[config.mk]
export PLATFORM = sky130hd
export DESIGN_NAME = alu_seq_exec_flat
export DESIGN_NICKNAME = d
export VERILOG_FILES = /design/src/rtl/alu_seq_exec_if.sv /design/src/rtl/alu_seq_exec.sv /design/src/flat_wrapper.sv
export SDC_FILE = /design/constraint.sdc
export NUM_CORES = 1
export LEC_CHECK = 0
export CAP_MARGIN = 15
export CORE_ASPECT_RATIO = 1.5
export CORE_UTILIZATION = 35
export CTS_CLUSTER_DIAMETER = 50
export DETAILED_ROUTE_END_ITERATION = 10
export GPL_ROUTABILITY_DRIVEN = 0
export PLACE_DENSITY_LB_ADDON = 0.15
export RECOVER_POWER = 25
export SLEW_MARGIN = 20
export SYNTH_ARGS = -nofsm -noshare
export SYNTH_HDL_FRONTEND = slang
export SYNTH_SLANG_ARGS = --single-unit
[constraint.sdc]
create_clock -name clk -period 5.15 [get_ports clk]
set_input_delay 0.7725 -clock clk [delete_from_list [all_inputs] [get_ports clk]]
set_output_delay 0.7725 -clock clk [all_outputs]
set_load 0.01 [all_outputs]
[src/rtl/alu_seq_exec_if.sv]
// Handshake bundle for the EX-stage execute unit: request side (op + operands)
// and response side (result + zero flag), each with its own valid/ready pair.
interface alu_seq_exec_if #(
    parameter int WIDTH = 32
);
    // A transfer happens on a rising edge where valid && ready; the sender holds
    // its payload stable until then, and valid never waits on ready.
    logic             in_valid;
    logic             in_ready;
    logic [3:0]       ALU_ctr;
    logic [WIDTH-1:0] src_a;
    logic [WIDTH-1:0] src_b;
    logic             out_valid;
    logic             out_ready;
    logic [WIDTH-1:0] result;
    logic             zero;

    modport master (
        output in_valid, ALU_ctr, src_a, src_b, out_ready,
        input  in_ready, out_valid, result, zero
    );

    modport slave (
        input  in_valid, ALU_ctr, src_a, src_b, out_ready,
        output in_ready, out_valid, result, zero
    );
endinterface

[src/rtl/alu_seq_exec.sv]
// Multi-cycle execute unit: single-cycle logic/arith ops, iterative 1-bit/cycle
// shifts, registered result and zero flag behind valid/ready handshakes.
module alu_seq_exec #(
    parameter int WIDTH   = 32,
    parameter int SHAMT_W = 5
) (
    input  logic               clk,
    input  logic               rst_n,
    alu_seq_exec_if.slave      bus,
    output logic [1:0]         fsm_state
);
    typedef enum logic [1:0] {
        IDLE  = 2'd0,
        SHIFT = 2'd1,
        DONE  = 2'd2
    } state_t;

    state_t               state, state_nxt;
    logic [WIDTH-1:0]     acc;
    logic [SHAMT_W-1:0]   cnt;
    logic                 shift_left;
    logic [WIDTH-1:0]     imm_res;
    logic [WIDTH-1:0]     acc_step;
    logic [SHAMT_W-1:0]   shamt;
    logic                 is_shift;
    logic                 accept;
    logic                 last_step;

    assign shamt     = bus.src_b[SHAMT_W-1:0];
    assign is_shift  = (bus.ALU_ctr == 4'd5) || (bus.ALU_ctr == 4'd6);
    // Held low during reset so upstream never sees a ready it cannot use.
    assign bus.in_ready  = (state == IDLE) && rst_n;
    assign bus.out_valid = (state == DONE);
    assign accept    = bus.in_valid && bus.in_ready;
    assign last_step = (cnt == SHAMT_W'(1));
    assign acc_step  = shift_left ? {acc[WIDTH-2:0], 1'b0} : {1'b0, acc[WIDTH-1:1]};
    assign fsm_state = state;

    // Single-cycle result; shifts by zero fall through as a copy of src_a.
    always_comb begin
        imm_res = '0;
        case (bus.ALU_ctr)
            4'd0:    imm_res = bus.src_a + bus.src_b;
            4'd1:    imm_res = bus.src_a - bus.src_b;
            4'd2:    imm_res = bus.src_a & bus.src_b;
            4'd3:    imm_res = bus.src_a | bus.src_b;
            4'd4:    imm_res = bus.src_a ^ bus.src_b;
            4'd5,
            4'd6:    imm_res = bus.src_a;
            4'd7:    imm_res = {{(WIDTH-1){1'b0}}, ($signed(bus.src_a) < $signed(bus.src_b))};
            default: imm_res = '0;
        endcase
    end

    always_comb begin
        state_nxt = state;
        case (state)
            IDLE: begin
                if (accept) begin
                    if (is_shift && (shamt != '0)) state_nxt = SHIFT;
                    else                           state_nxt = DONE;
                end
            end
            SHIFT: begin
                if (last_step) state_nxt = DONE;
            end
            DONE: begin
                if (bus.out_ready) state_nxt = IDLE;
            end
            default: state_nxt = IDLE;
        endcase
    end

    always_ff @(posedge clk or negedge rst_n) begin
        if (!rst_n) begin
            state <= IDLE;
        end else begin
            state <= state_nxt;
        end
    end

    always_ff @(posedge clk or negedge rst_n) begin
        if (!rst_n) begin
            acc        <= '0;
            cnt        <= '0;
            shift_left <= 1'b0;
            bus.result <= '0;
            bus.zero   <= 1'b0;
        end else begin
            if (state == IDLE && accept) begin
                if (is_shift && (shamt != '0)) begin
                    acc        <= bus.src_a;
                    cnt        <= shamt;
                    shift_left <= (bus.ALU_ctr == 4'd5);
                end else begin
                    bus.result <= imm_res;
                    bus.zero   <= (imm_res == '0);
                end
            end else if (state == SHIFT) begin
                acc <= acc_step;
                cnt <= cnt - 1'b1;
                if (last_step) begin
                    bus.result <= acc_step;
                    bus.zero   <= (acc_step == '0);
                end
            end
        end
    end
endmodule

[src/flat_wrapper.sv]
// flat-port wrapper written by rule: the top's interface ports become plain ports
module alu_seq_exec_flat 
#(
    parameter int WIDTH   = 32,
    parameter int SHAMT_W = 5
)
  (clk, rst_n, fsm_state, bus_in_valid, bus_ALU_ctr, bus_src_a, bus_src_b, bus_out_ready, bus_in_ready, bus_out_valid, bus_result, bus_zero);
  alu_seq_exec_if #(.WIDTH(WIDTH)) bus_i ();
  input  logic clk;
  input  logic rst_n;
  output logic [1:0] fsm_state;
  input wire logic [$bits(bus_i.in_valid)-1:0] bus_in_valid;
  input wire logic [$bits(bus_i.ALU_ctr)-1:0] bus_ALU_ctr;
  input wire logic [$bits(bus_i.src_a)-1:0] bus_src_a;
  input wire logic [$bits(bus_i.src_b)-1:0] bus_src_b;
  input wire logic [$bits(bus_i.out_ready)-1:0] bus_out_ready;
  output wire logic [$bits(bus_i.in_ready)-1:0] bus_in_ready;
  output wire logic [$bits(bus_i.out_valid)-1:0] bus_out_valid;
  output wire logic [$bits(bus_i.result)-1:0] bus_result;
  output wire logic [$bits(bus_i.zero)-1:0] bus_zero;
  assign bus_i.in_valid = bus_in_valid;
  assign bus_i.ALU_ctr = bus_ALU_ctr;
  assign bus_i.src_a = bus_src_a;
  assign bus_i.src_b = bus_src_b;
  assign bus_i.out_ready = bus_out_ready;
  assign bus_in_ready = bus_i.in_ready;
  assign bus_out_valid = bus_i.out_valid;
  assign bus_result = bus_i.result;
  assign bus_zero = bus_i.zero;
  alu_seq_exec #(.WIDTH(WIDTH), .SHAMT_W(SHAMT_W)) u_core (.clk(clk), .rst_n(rst_n), .bus(bus_i), .fsm_state(fsm_state));
endmodule
==> metrics.md <==
| Metric | Value |
|---|---|
| Syn. warnings | `0` |
| IO Port Bufs | `108` |
| DR pass1 iterations | `5` |
| Worst setup path start | `bus_src_a[0]` |
| Via count | `roughly 11000` |
| Syn Inst Count | `roughly 1300` |
| Period minus WS final | `about 5.0 ns` |
| Clock tree sinks | `between 70 and 80` |
| Seq cells post-synth | `73` |
| IO Pins | `between 100 and 150` |
| Fin nets | `~1600` |
| Setup violators final | `0` |
| Count of final hold-check violations | `0` |
| Hold WS | `roughly 0.47 ns` |
| Per-cell routed wire length | `around 21 microns` |
| Synth cell count leaders | `135 x nand2_1, 129 x a21oi_1, 119 x o21ai_0, 115 x ha_1, 105 x nor2_1` |
| Switching Fraction | `42.26%` |
| Fraction of the mapped netlist area in adder cells | `between 10% and 20%` |
| Vias in the first global route | `10380` |
| Internal | `1.997 mW` |
| Power per cell area | `~290 nW/um^2` |
| Main combinational cell family by area after synthesis | `compound AO/OA/AOI/OAI gates` |
| Mux share of post-synthesis cell area | `4.072%` |
| Crit. End Element | `flop` |
| Initial antenna violation count | `0` |
| Synth Flop Type | `dfrtp_1` |
| Area grow syn2layout | `25.29%` |
| R2r startpoint | `u_core.cnt[1]` |
| Synth top area cells | `dfrtp_1 19%, ha_1 15%, a21oi_1 6.8%` |
| Logic gate share of total power | `between 50% and 60%` |
| Worst-path clk slew | `about 0.06 ns` |
| Root Buffer | `clkbuf_16` |
| Asr flop ratio synth | `100.0%` |
| Slew @ Worst Pin | `about 1.5 ns` |
| Sequential share of the synthesized area | `19.24%` |
| Synth Area per Inst | `7.309 sq um` |
| Synth cell types | `83` |
| EDFF count, synth | `0` |
| Ant. Diodes | `0` |
| Layout cells sized above 1 | `between 10% and 20%` |
| Pin count of the biggest net entering global routing | `just under 90` |
| Die ar. | `around 28000 sq um` |
| Synth area leader | `dfrtp_1` |
| P_sw | `between 1 and 1.5 mW` |
| Worst vdd ir | `~0.25 mV` |
| Status | `complete, but fails checks` |
| Crit path max fanout | `5` |
| Chip Height | `203.7 microns` |
| Unrepaired setup endpoints after global routing | `no` |
| CP arrival | `around 5.2 ns` |
| CTS tree | `done` |
| Final routed DRC violation total | `0` |
| GRT Total Usage | `27.58%` |
| Setup bufs post-CTS | `0` |
| Crit share post-route | `96.85%` |
| Fmax | `roughly 0.2 GHz` |
| Core ar. | `about 27000 sq um` |
| Syn Nets | `1488` |
| Synth Area in Simple Gates | `around a fifth` |
| Hold Startpoint | `u_core.bus.result[1]` |
| CTS Hold Buffers Added | `0` |
| Cell area after layout | `11900 sq um` |
| # fillers | `about 2700` |
| Cell Area, Placed | `around 12000 sq um` |
| Clk pwr share | `between 10% and 20%` |
| Worst skew pair latency | `0.34 ns` |
| Count leader, synth | `nand2_1` |
| Total CTS buffers | `9` |
| Hold Crit Class | `reg -> reg` |
| Max clock buf depth | `2` |
| First-pass GRT wire length | `slightly below 60000 microns` |
| Initial drt markers | `1081` |
| Die Span X | `136.5 microns` |
| Initial Utilization | `between 30% and 40%` |
| CTS resizes | `0` |
| Mapped cell area | `approximately 9500 sq um` |
| Max_slew headroom | `around 1.0%` |
| Synth Area in XOR/XNOR | `less than 1%` |
| Post-DRT Antenna Nets | `0` |
| WS Path Type | `in -> reg` |
| Lkg Pwr | `~5.2 nW` |
| Failing checks | `capacitance limit` |
| HPWL after DPL | `~30000 microns` |
| Sequential Power Share | `roughly 31%` |
| Vias per cell | `6.009` |
| Final slew viol count | `0` |
| Post-synth top area share | `around a fifth` |
| Critical Path RT | `about 5.4 ns` |
| Drt total wl | `between 30000 and 40000 microns` |
| Grt ovf | `0` |
| Skew final | `0.007016 ns` |
| FP Rows | `73` |
| Max cap viols | `1` |
| H-tree depth | `3` |
| Synth Area in Compound Gates | `between 30% and 40%` |
| Setup crit start kind | `input port` |
| Setup TNS Final | `0 ns` |
## worst max-delay path, stage by stage
cell and delay [ns]:
clkdlybuf4s50_1 0.50, ha_1 0.29, fa_1 0.42, a211oi_1 0.28, buf_4 0.17, o211ai_1 0.16
a2111oi_0 0.41, nor2_1 0.20, o31ai_1 0.55, o21ai_0 0.35, a31o_2 0.34, a22oi_1 0.31
a21boi_0 0.16, mux2_2 0.29
## flip-flops by register name, indices dropped and copies added, names as in the netlist
name               count
u_core.acc            32
u_core.fsm_state       2
u_core.cnt             5
u_core.bus.zero        1
u_core.shift_left      1
u_core.bus.result     32
## logic make-up after synthesis
| family | after synthesis |
|---|---|
| flip-flops | 73 |
| XOR/XNOR | 7 |
| AND/OR/NAND/NOR | 401 |
| AO/OA/AOI/OAI | 480 |
| multiplexers | 38 |
| buffers and inverters | 183 |
| adder cells (fa/ha/maj) | 117 |
## area by class of cell
| class | count | area, sq um | area share, % |
|---|---|---|---|
| multi-input cells | 1043 | 6989 | 58.76 |
| flip-flops and latches | 73 | 1828 | 15.37 |
| well taps | 337 | 421.7 | 3.545 |
| repair buffers | 224 | 1993 | 16.76 |
| inverters | 98 | 367.9 | 3.092 |
| clock buffers | 10 | 239.0 | 2.009 |
| clock inverters | 5 | 56.30 | 0.4733 |
## routing by layer
layer  share of wire (%)  routed length (microns)  track usage [%]  vias up
li1                    -                        -                -     5072
met5                   0                        0                0        -
met3                 5.0                     1884            2.685      134
met2                  47                    17610            45.11      473
met4                 6.5                     2452            17.38        0
met1                  42                    15770            34.36     5077
## power by group through the flow
stage	Combinational (mW)	Clock, mW	Sequential [mW]
global placement	1.74	0	1.07
floorplan	0.936	0	1.05
detailed placement	1.74	0	1.08
CTS	1.75	0.644	1.07
global route	1.94	0.665	1.10
finish	1.77	0.628	1.06
## path summary, 6_finish.rpt
path | end | slack (ns) | depth (start not counted)
max | u_core.bus.result[28] | 0.16 | 14
min | u_core.bus.result[1] | 0.47 | 2
max reg2reg | u_core.bus.zero | 1.43 | 14
min reg2reg | u_core.bus.result[1] | 0.47 | 2
max in group asynchronous | u_core.shift_left | 2.54 | 2
min in group asynchronous | u_core.acc[5] | 0.54 | 1
## stage by stage
step	utilization (%)	total power, mW	std cells	setup WS, ns
after CTS	44.78	3.465	1790	0.3254
after global routing	44.75	3.706	1790	0.08508
after detailed placement	43.67	2.821	1775	0.01263
final	44.75	3.458	1790	0.1621
after global placement	43.67	2.805	1775	0.05127
after floorplan	-	1.982	1299	1.109
## placed cells by master (no fill, tap or decap), types with 15 or more instances in the layout
cell               n
nand2b_1          15
nand2_1          134
nor4_1            22
clkdlybuf4s50_1  107
inv_1             96
buf_4            111
dfrtp_1           72
o31ai_1           21
a211oi_1          19
a21o_1            15
nand4_1           17
o21ai_0          119
nor3_1            31
nand3_1           16
nor2_1           104
a21oi_1          129
mux2i_1           33
o211ai_1          17
ha_1             115
(Power assumes the default switching activity.)
